$ cat config.mk
export PLATFORM = sky130hd
export DESIGN_NAME = uart_tx_scheduler_flat
export DESIGN_NICKNAME = d
export VERILOG_FILES = /design/src/rtl/uart_tx_scheduler_if.sv /design/src/rtl/uart_tx_scheduler.sv /design/src/flat_wrapper.sv
export SDC_FILE = /design/constraint.sdc
export NUM_CORES = 1
export LEC_CHECK = 0
export ABC_AREA = 1
export ABC_CLOCK_PERIOD_IN_PS = 3850
export CAP_MARGIN = 10
export CELL_PAD_IN_SITES_DETAIL_PLACEMENT = 1
export CELL_PAD_IN_SITES_GLOBAL_PLACEMENT = 1
export CORE_MARGIN = 3
export CORE_UTILIZATION = 36
export CTS_CLUSTER_SIZE = 12
export DETAILED_ROUTE_END_ITERATION = 10
export GPL_ROUTABILITY_DRIVEN = 1
export PLACE_DENSITY = 0.91
export RECOVER_POWER = 50
export SYNTH_ARGS = -nofsm -noshare
export SYNTH_HDL_FRONTEND = slang
export SYNTH_SLANG_ARGS = --single-unit
$ cat constraint.sdc
create_clock -name clock -period 3.85 [get_ports clock]
set_input_delay 0.385 -clock clock [delete_from_list [all_inputs] [get_ports clock]]
set_output_delay 0.385 -clock clock [all_outputs]
set_load 0.05 [all_outputs]
$ cat src/rtl/uart_tx_scheduler_if.sv
// uart_tx_scheduler_if: per-requester valid/ready byte handshake bundle
interface uart_tx_scheduler_if #(
    parameter int NUM_REQ   = 4,
    parameter int DATA_BITS = 8
);
    logic [NUM_REQ-1:0]           req_valid;
    logic [NUM_REQ*DATA_BITS-1:0] req_data;
    logic [NUM_REQ-1:0]           req_ready;
    modport master (output req_valid, req_data, input req_ready);
    modport slave  (input req_valid, req_data, output req_ready);
endinterface

$ cat src/rtl/uart_tx_scheduler.sv
// uart_tx_scheduler: round-robin arbiter feeding one UART transmit line
module uart_tx_scheduler #(
    parameter int NUM_REQ      = 4,
    parameter int CLKS_PER_BIT = 8,
    parameter int DATA_BITS    = 8,
    localparam int ID_W        = $clog2(NUM_REQ)
) (
    input  logic               clock,
    input  logic               reset,
    uart_tx_scheduler_if.slave bus,
    output logic               tx,
    output logic               busy,
    output logic [ID_W-1:0]    grant_id
);
    localparam int CW = CLKS_PER_BIT > 1 ? $clog2(CLKS_PER_BIT) : 1;
    localparam int BW = $clog2(DATA_BITS);
    localparam logic [CW-1:0]   C_LAST  = CW'(CLKS_PER_BIT - 1);
    localparam logic [BW-1:0]   B_LAST  = BW'(DATA_BITS - 1);
    localparam logic [ID_W-1:0] ID_LAST = ID_W'(NUM_REQ - 1);
    localparam logic [ID_W:0]   ID_NUM  = (ID_W + 1)'(NUM_REQ);

    typedef enum logic [1:0] {IDLE, START, DATA, STOP} state_t;

    state_t               r_state, w_state;
    logic [ID_W-1:0]      r_ptr, w_ptr;
    logic [ID_W-1:0]      r_grant, w_grant;
    logic [BW-1:0]        r_bit, w_bit;
    logic [CW-1:0]        r_cnt, w_cnt;
    logic [DATA_BITS-1:0] r_shift, w_shift;
    logic                 r_tx, w_tx;
    logic                 r_busy, w_busy;
    logic [ID_W-1:0]      w_win;
    logic [ID_W:0]        w_idx;
    logic                 w_any;
    logic                 w_last;
    logic [CW-1:0]        w_cnt_nxt;

    assign tx       = r_tx;
    assign busy     = r_busy;
    assign grant_id = r_grant;
    assign w_last    = r_cnt == C_LAST;
    assign w_cnt_nxt = w_last ? '0 : r_cnt + 1'b1;
    assign bus.req_ready = (reset && r_state == IDLE && w_any) ? NUM_REQ'(1) << w_win : '0;

    // first valid requester at or above the pointer, wrapping; lowest offset wins
    always_comb begin
        w_win = '0;
        w_any = 1'b0;
        w_idx = '0;
        for (int k = NUM_REQ - 1; k >= 0; k--) begin
            w_idx = {1'b0, r_ptr} + (ID_W + 1)'(k);
            w_idx = (w_idx >= ID_NUM) ? w_idx - ID_NUM : w_idx;
            if (bus.req_valid[w_idx[ID_W-1:0]]) begin
                w_win = w_idx[ID_W-1:0];
                w_any = 1'b1;
            end
        end
    end

    // frame sequencing: next state and next register values
    always_comb begin
        w_state = r_state;
        w_ptr   = r_ptr;
        w_grant = r_grant;
        w_bit   = r_bit;
        w_cnt   = r_cnt;
        w_shift = r_shift;
        w_tx    = r_tx;
        w_busy  = r_busy;
        case (r_state)
            IDLE: begin
                w_tx   = 1'b1;
                w_busy = 1'b0;
                if (w_any) begin
                    w_shift = bus.req_data[w_win*DATA_BITS +: DATA_BITS];
                    w_grant = w_win;
                    w_tx    = 1'b0;
                    w_busy  = 1'b1;
                    w_cnt   = '0;
                    w_state = START;
                end
            end
            START: begin
                w_cnt = w_cnt_nxt;
                if (w_last) begin
                    w_tx    = r_shift[0];
                    w_shift = r_shift >> 1;
                    w_bit   = '0;
                    w_state = DATA;
                end
            end
            DATA: begin
                w_cnt = w_cnt_nxt;
                if (w_last && r_bit == B_LAST) begin
                    w_tx    = 1'b1;
                    w_state = STOP;
                end else if (w_last) begin
                    w_tx    = r_shift[0];
                    w_shift = r_shift >> 1;
                    w_bit   = r_bit + 1'b1;
                end
            end
            default: begin
                w_cnt = w_cnt_nxt;
                if (w_last) begin
                    w_busy  = 1'b0;
                    w_ptr   = (r_grant == ID_LAST) ? '0 : r_grant + 1'b1;
                    w_state = IDLE;
                end
            end
        endcase
    end

    // state register with synchronous active-low reset; aborts any frame in flight
    always_ff @(posedge clock) begin
        if (!reset) begin
            r_state <= IDLE;
            r_ptr   <= '0;
            r_grant <= '0;
            r_bit   <= '0;
            r_cnt   <= '0;
            r_shift <= '0;
            r_tx    <= 1'b1;
            r_busy  <= 1'b0;
        end else begin
            r_state <= w_state;
            r_ptr   <= w_ptr;
            r_grant <= w_grant;
            r_bit   <= w_bit;
            r_cnt   <= w_cnt;
            r_shift <= w_shift;
            r_tx    <= w_tx;
            r_busy  <= w_busy;
        end
    end
endmodule

$ cat src/flat_wrapper.sv
// flat-port wrapper written by rule: the top's interface ports become plain ports
module uart_tx_scheduler_flat 
#(
    parameter int NUM_REQ      = 4,
    parameter int CLKS_PER_BIT = 8,
    parameter int DATA_BITS    = 8,
    localparam int ID_W        = $clog2(NUM_REQ)
)
  (clock, reset, tx, busy, grant_id, bus_req_valid, bus_req_data, bus_req_ready);
  uart_tx_scheduler_if #(.NUM_REQ(NUM_REQ), .DATA_BITS(DATA_BITS)) bus_i ();
  input  logic clock;
  input  logic reset;
  output logic tx;
  output logic busy;
  output logic [ID_W-1:0] grant_id;
  input wire logic [$bits(bus_i.req_valid)-1:0] bus_req_valid;
  input wire logic [$bits(bus_i.req_data)-1:0] bus_req_data;
  output wire logic [$bits(bus_i.req_ready)-1:0] bus_req_ready;
  assign bus_i.req_valid = bus_req_valid;
  assign bus_i.req_data = bus_req_data;
  assign bus_req_ready = bus_i.req_ready;
  uart_tx_scheduler #(.NUM_REQ(NUM_REQ), .CLKS_PER_BIT(CLKS_PER_BIT), .DATA_BITS(DATA_BITS)) u_core (.clock(clock), .reset(reset), .bus(bus_i), .tx(tx), .busy(busy), .grant_id(grant_id));
endmodule
Yosys cells after proc, flatten, opt, wreduce, memory -nomap -nowiden
Index checks and enable logic that the tools add are counted.
- memory bits (writable): 0
- bits in latches: 0
- output and inout bits: 8
- memories kept: 0
- memory bits (read-only): 0
- logic and storage cells: 101
- input port bits: 38
- flip-flop bits (word level): 22
- bitwise logic cells: 2
- order comparisons: 8
- eq/ne operators: 10
- add/subtract/negate cells: 10
- mux-type cells: 45
- div/mod/pow operators: 0
- shift-type cells: 2
- reductions and logical operators: 16
- multipliers: 0
- operators with widths (kind ; number):
    indexed part select 32 x 6 -> 8 bit ; 1
    two-way mux 2 bit ; 13
    two-way mux 8 bit ; 3
    case mux 8 bit (3 select lines) ; 1
    two-way mux 3 bit ; 6
    two-way mux 1 bit ; 13
    < comparator 2 x 3 -> 1 bit (second input constant) ; 4
    >= comparator 3 bit (second input constant) ; 3
    binary-select mux 1 bit (select 2 bit) ; 4
    != test 2 x 1 -> 1 bit (second input constant) ; 4
    AND reduction 4 bit ; 2
    subtractor 2 x 1 -> 2 bit (second input constant) ; 4
    adder 2 x 2 -> 3 bit (second input constant) ; 2
    adder 3 x 1 -> 3 bit (second input constant) ; 2
    == test 3 bit (second input constant) ; 2
    case mux 2 bit (3 select lines) ; 1
    case mux 3 bit (2 select lines) ; 1
    AND reduction 2 bit ; 3
    nonzero test 3 bit ; 2
    == test 2 bit (second input constant) ; 2
    two-way mux 4 bit ; 1
    nonzero test 2 bit ; 2
    << shifter 1 x 2 -> 4 bit (first input constant) ; 1
    adder 2 x 1 -> 3 bit (second input constant) ; 1
    12 further kinds ; 15

Logic depth before layout (Yosys ltp)
- word-level depth: 12
- depth in mapped cells: 15
- gate-level depth less buffers: 15

Worst setup path before layout
No wires, ideal clock.
- path type: register to output
- start: reg u_core.r_ptr[0]
- end: out bus_req_ready[0]
- cell stages (with the launch flop): 11
- arrival time: 2.396 ns
- buffers on the path: 1
- required time: 3.465 ns
- setup slack: 1.069 ns
- path through: dfxtp_1 buf_6 o21ai_0 nand2_1 nand2_1 inv_2 nand2_1 nor3_4 nor2_1 nand2_1 nor3_1
- cells in the longest elaborated chain, start to end: 11
- elaborated cells on any way between the ends: 34
- those cells by class: 7 x add/sub; 4 x order compare; 1 x shift; 21 x mux; 1 x reduce/logical
- ends and longest elaborated chain (item ; RTL line ; source):
    start: declaration ; uart_tx_scheduler.sv:25 ; logic [ID_W-1:0] r_ptr, w_ptr;
    start signal: assignment ; uart_tx_scheduler.sv:127 ; r_ptr <= w_ptr;
    adder 2 x 2 -> 3 bit ; uart_tx_scheduler.sv:51 ; w_idx = {1'b0, r_ptr} + (ID_W + 1)'(k);
    >= comparator 3 bit / subtractor 2 x 1 -> 2 bit (equally long branches) ; uart_tx_scheduler.sv:52 ; w_idx = (w_idx >= ID_NUM) ? w_idx - ID_NUM : w_idx;
    two-way mux 2 bit ; uart_tx_scheduler.sv:52 ;
    binary-select mux 1 bit (select 2 bit) ; uart_tx_scheduler.sv:53 ; if (bus.req_valid[w_idx[ID_W-1:0]]) begin
    two-way mux 1 bit (implied by the code) ; uart_tx_scheduler.sv:53 ;
    two-way mux 2 bit / two-way mux 1 bit (equally long branches) (4 in series) ; uart_tx_scheduler.sv:53 ;
    << shifter 1 x 2 -> 4 bit / logical AND 1 bit (equally long branches) ; uart_tx_scheduler.sv:43 ; assign bus.req_ready = (reset && r_state == IDLE && w_any) ? NUM_REQ'(1) << w_win : '0;
    two-way mux 4 bit (*) ; uart_tx_scheduler.sv:43 ;
    end: declaration ; flat_wrapper.sv:18 ; output wire logic [$bits(bus_i.req_ready)-1:0] bus_req_ready;
Every way passes the cells marked *; elsewhere a longest branch is shown, timed or not. The select of a mux whose other input is x is not followed.

Worst setup path in the final report
- start: reg u_core.r_ptr[0]
- end: out bus_req_ready[3]
The elaborated chain is that of the path after synthesis.

==> impl_metrics.json <==
{
  "drtIter0Drc": 83,
  "finalCritPeriodShare_pct": 89.8,
  "crit_fanout": 19,
  "nFillCells": 619,
  "power.density_nw_per_um2": 603,
  "gp_congestion": 0.845,
  "grt_pass1_wl_mm": 8.24,
  "power.total_uw": 1330,
  "hold_viol_final": 0,
  "leakage_uw": 0.00101,
  "ys_warn_count": 0,
  "reg2reg_depth": 13,
  "final_antenna_net_count": 0,
  "synth_top_family_by_area": "simple AND/OR/NAND/NOR gates",
  "crit_buf_inv": 3,
  "rsz0062_at_grt": "no",
  "synth_area_per_cell_sq_um": 6.63,
  "clk_path_buf_depth": 2,
  "slowest_stage": "clkdlybuf4s50_1",
  "reg2reg_slack_ns": 1.50,
  "io_buffers": 45,
  "rr_endpoint": "u_core.r_shift[7]$_SDFFE_PN0P_",
  "cts_tree": "built",
  "skew_ns": 0.00324,
  "cpLargestDelayFamily": "buffers and inverters",
  "outcome": "complete, no violations",
  "place_worst_setup_slack_ns": 0.488,
  "arrival_ns": 3.07,
  "drv_cap": 0,
  "grtUsageTotal_pct": 18.4,
  "grt_max_degree": 20,
  "synth_xor_xnor_area_share_pct": 0.503,
  "vias": 1803,
  "setup-tns-final_ns": 0,
  "vdd_drop_max_v": 0.000291,
  "period_needed_ns": 3.46,
  "diodes": 0,
  "path_cells": "inv_1 > nand2_1 > nand3_2 > nand2_4 > nand3_2 > nand2_2 > nand2_4 > nand2_8 > inv_1 > nor3_1 > clkdlybuf4s50_1",
  "setup_ws_ns": 0.394,
  "min_path_cells": 2,
  "final_area_sq_um": 2200,
  "whs_ns": 0.477,
  "criticalPathCategory": "reg -> out",
  "final_max_slew_viol_count": 0,
  "setup_viol": 0,
  "postCtsHoldBufs": 0,
  "synthToLayoutAreaGrowth_pct": 26.1,
  "start_util_pct": 38.7,
  "cts_buffers": 3,
  "h-tree-depth": 1,
  "worstPathRequired_ns": 3.46,
  "hold_class": "reg -> reg",
  "syn_area_sq_um": 1740,
  "dieArea_sq_um": 5710,
  "cts.clk_slew.worst_paths_ns": 0.08,
  "grt.overflow.total": 0,
  "r2r_start": "u_core.r_ptr[0]$_SDFFE_PN0P_",
  "route.detailed.drc": 0,
  "tightest_slew_ns": 0.539,
  "post_cts_buffers": 0,
  "yosysTopAreaCellShare_pct": 25.3,
  "yosys-top-cells-area": "dfxtp_1 (25%), nand2_1 (18%), nand3_1 (7.8%)",
  "max_stage_delay_ns": 0.83,
  "synth_mux_area_share_pct": 0.646,
  "clock-sinks": 22,
  "synthSimpleGateAreaFrac_pct": 42.9,
  "synth_nets": 310,
  "cts_resized": 0,
  "drt-total-wl_mm": 4.92,
  "end_kind": "primary output",
  "yosysUniqueCellTypes": 31,
  "slew_headroom_pct": 63.9,
  "placed_cell_area_sq_um": 2170,
  "ys_seq_elements": 22,
  "antenna_found_initial": 0,
  "die_h_um": 75.6,
  "core_sq_um": 4500,
  "drive_gt1_share_pct": 10.9,
  "fmax_mhz": 289,
  "io_pins": 46,
  "clk_latency_ns": 0.26,
  "rows": 24,
  "clockRootBuffer": "clkbuf_8",
  "first_pass_iters": 4,
  "min_to": "u_core.r_bit[2]$_SDFFE_PN0P_",
  "critPathLaunchType": "flip-flop",
  "startpoint": "u_core.r_ptr[0]$_SDFFE_PN0P_",
  "grt_pass1_vias": 1833,
  "synth-seq-area-share_pct": 25.3,
  "syn_inst": 263,
  "via_per_inst": 5.08,
  "synth_compound_area_share_pct": 14.3,
  "fin_nets": 352,
  "wl_per_cell_um": 13.9,
  "die-width_um": 75.6,
  "hp-start": "u_core.r_bit[2]$_SDFFE_PN0P_",
  "synth_fa_ha_area_share_pct": 6.46,
  "synth_area_leader_cell": "dfxtp_1",
  "dp_hpwl_mm": 3.89
}
metrics by stage:
| stage | cells | utilization, % |
|---|---|---|
| 6_report | 355 | 48.8 |
| 4_1_cts | 355 | 49.1 |
| 5_1_grt | 355 | 48.8 |
| 2_1_floorplan | 263 | - |
| 3_5_place_dp | 352 | 48.1 |
| 3_3_place_gp | 352 | 48.1 |
how the worst max path moves through the flow:
stage | end | slack [ns] | cells after the start
after floorplan | bus_req_ready[0] | 1.07 | 10
after global placement | bus_req_ready[3] | 0.60 | 12
after detailed placement | bus_req_ready[3] | 0.49 | 12
after CTS | bus_req_ready[3] | 0.33 | 11
after global routing | bus_req_ready[3] | 0.05 | 11
final | bus_req_ready[3] | 0.39 | 11
per-layer routing:
| metal | share of wire (%) | track usage, % | up-vias |
|---|---|---|---|
| li1 | - | - | 936 |
| met5 | 0 | 0 | - |
| met2 | 51 | 33.1 | 37 |
| met1 | 45 | 22.9 | 822 |
| met3 | 3.1 | 2.90 | 8 |
| met4 | 1.5 | 4.27 | 0 |
cell families after synthesis:
kind of cell             count (synthesis)
flip-flops                              22
multiplexers                             1
buffers and inverters                   29
XOR/XNOR                                 1
AND/OR/NAND/NOR                        160
adder cells (fa/ha/maj)                  9
AO/OA/AOI/OAI                           41
cells in the mapped netlist:
cell            n
a21oi_1        16
a21oi_2         8
and2_2          1
buf_12          1
buf_4           2
buf_6           2
clkbuf_1        1
clkbuf_8        2
clkinv_1        1
dfxtp_1        22
dlygate4sd1_1   1
ha_1            9
inv_1          17
inv_2           2
mux2_2          1
nand2_1        85
nand2_2        10
nand2_4         3
nand2_8         1
nand3_1        27
nand3_2         2
nand3_4         1
nor2_1         23
nor3_1          6
nor3_4          1
o211a_1         1
o211ai_2        1
o21ai_0        13
o21ai_1         1
o22ai_1         1
xnor2_1         1
cell usage in the layout (no fill, tap or decap):
| cell | n |
|---|---|
| inv_1 | 18 |
| nand2_1 | 85 |
| clkdlybuf4s50_1 | 41 |
| nor3_1 | 7 |
| clkinv_1 | 1 |
| o21ai_1 | 1 |
| o22ai_1 | 1 |
| a21oi_2 | 8 |
| o211a_1 | 1 |
| o211ai_2 | 1 |
| dlygate4sd3_1 | 4 |
| dfxtp_1 | 22 |
| and2_2 | 1 |
| nand3_1 | 27 |
| xnor2_1 | 1 |
| inv_2 | 1 |
| nand2_8 | 1 |
| nand2_4 | 3 |
| mux2_2 | 1 |
| nand3_4 | 1 |
| nand2_2 | 10 |
| nand3_2 | 2 |
| ha_1 | 9 |
| nor2_1 | 23 |
| a21oi_1 | 16 |
| o21ai_0 | 13 |
| buf_4 | 1 |
| clkbuf_8 | 3 |
layout make-up:
cell class	count	area (sq um)	share of cell area, %
Clock buffer	3	41.3	1.88
Inverter	20	75.1	3.41
Multi-Input combinational cell	212	1120	50.9
Sequential cell	22	440	20.0
Tap cell	52	65.1	2.96
Timing Repair Buffer	46	458	20.8
worst register-to-register path, delay by kind of cell (launching register included):
family,cells,cell delay [ns]
compound gates,2,0.24
flops,1,0.60
simple gates,8,1.05
buf+inv,3,0.36
power by group:
group	internal, uW	total, uW	switching, uW
combinational	290	824	534
clock	69.9	144	73.6
sequential	310	359	49.0
total	670	1330	656
sequential cells by signal, indices dropped and copies added, names as in the netlist:
register and count:
u_core.r_shift 8, u_core.r_bit 3, u_core.tx 1, u_core.r_state 2, u_core.r_cnt 3, u_core.r_ptr 2, u_core.grant_id 2, u_core.busy 1
Power figures use the tool's default switching activity.
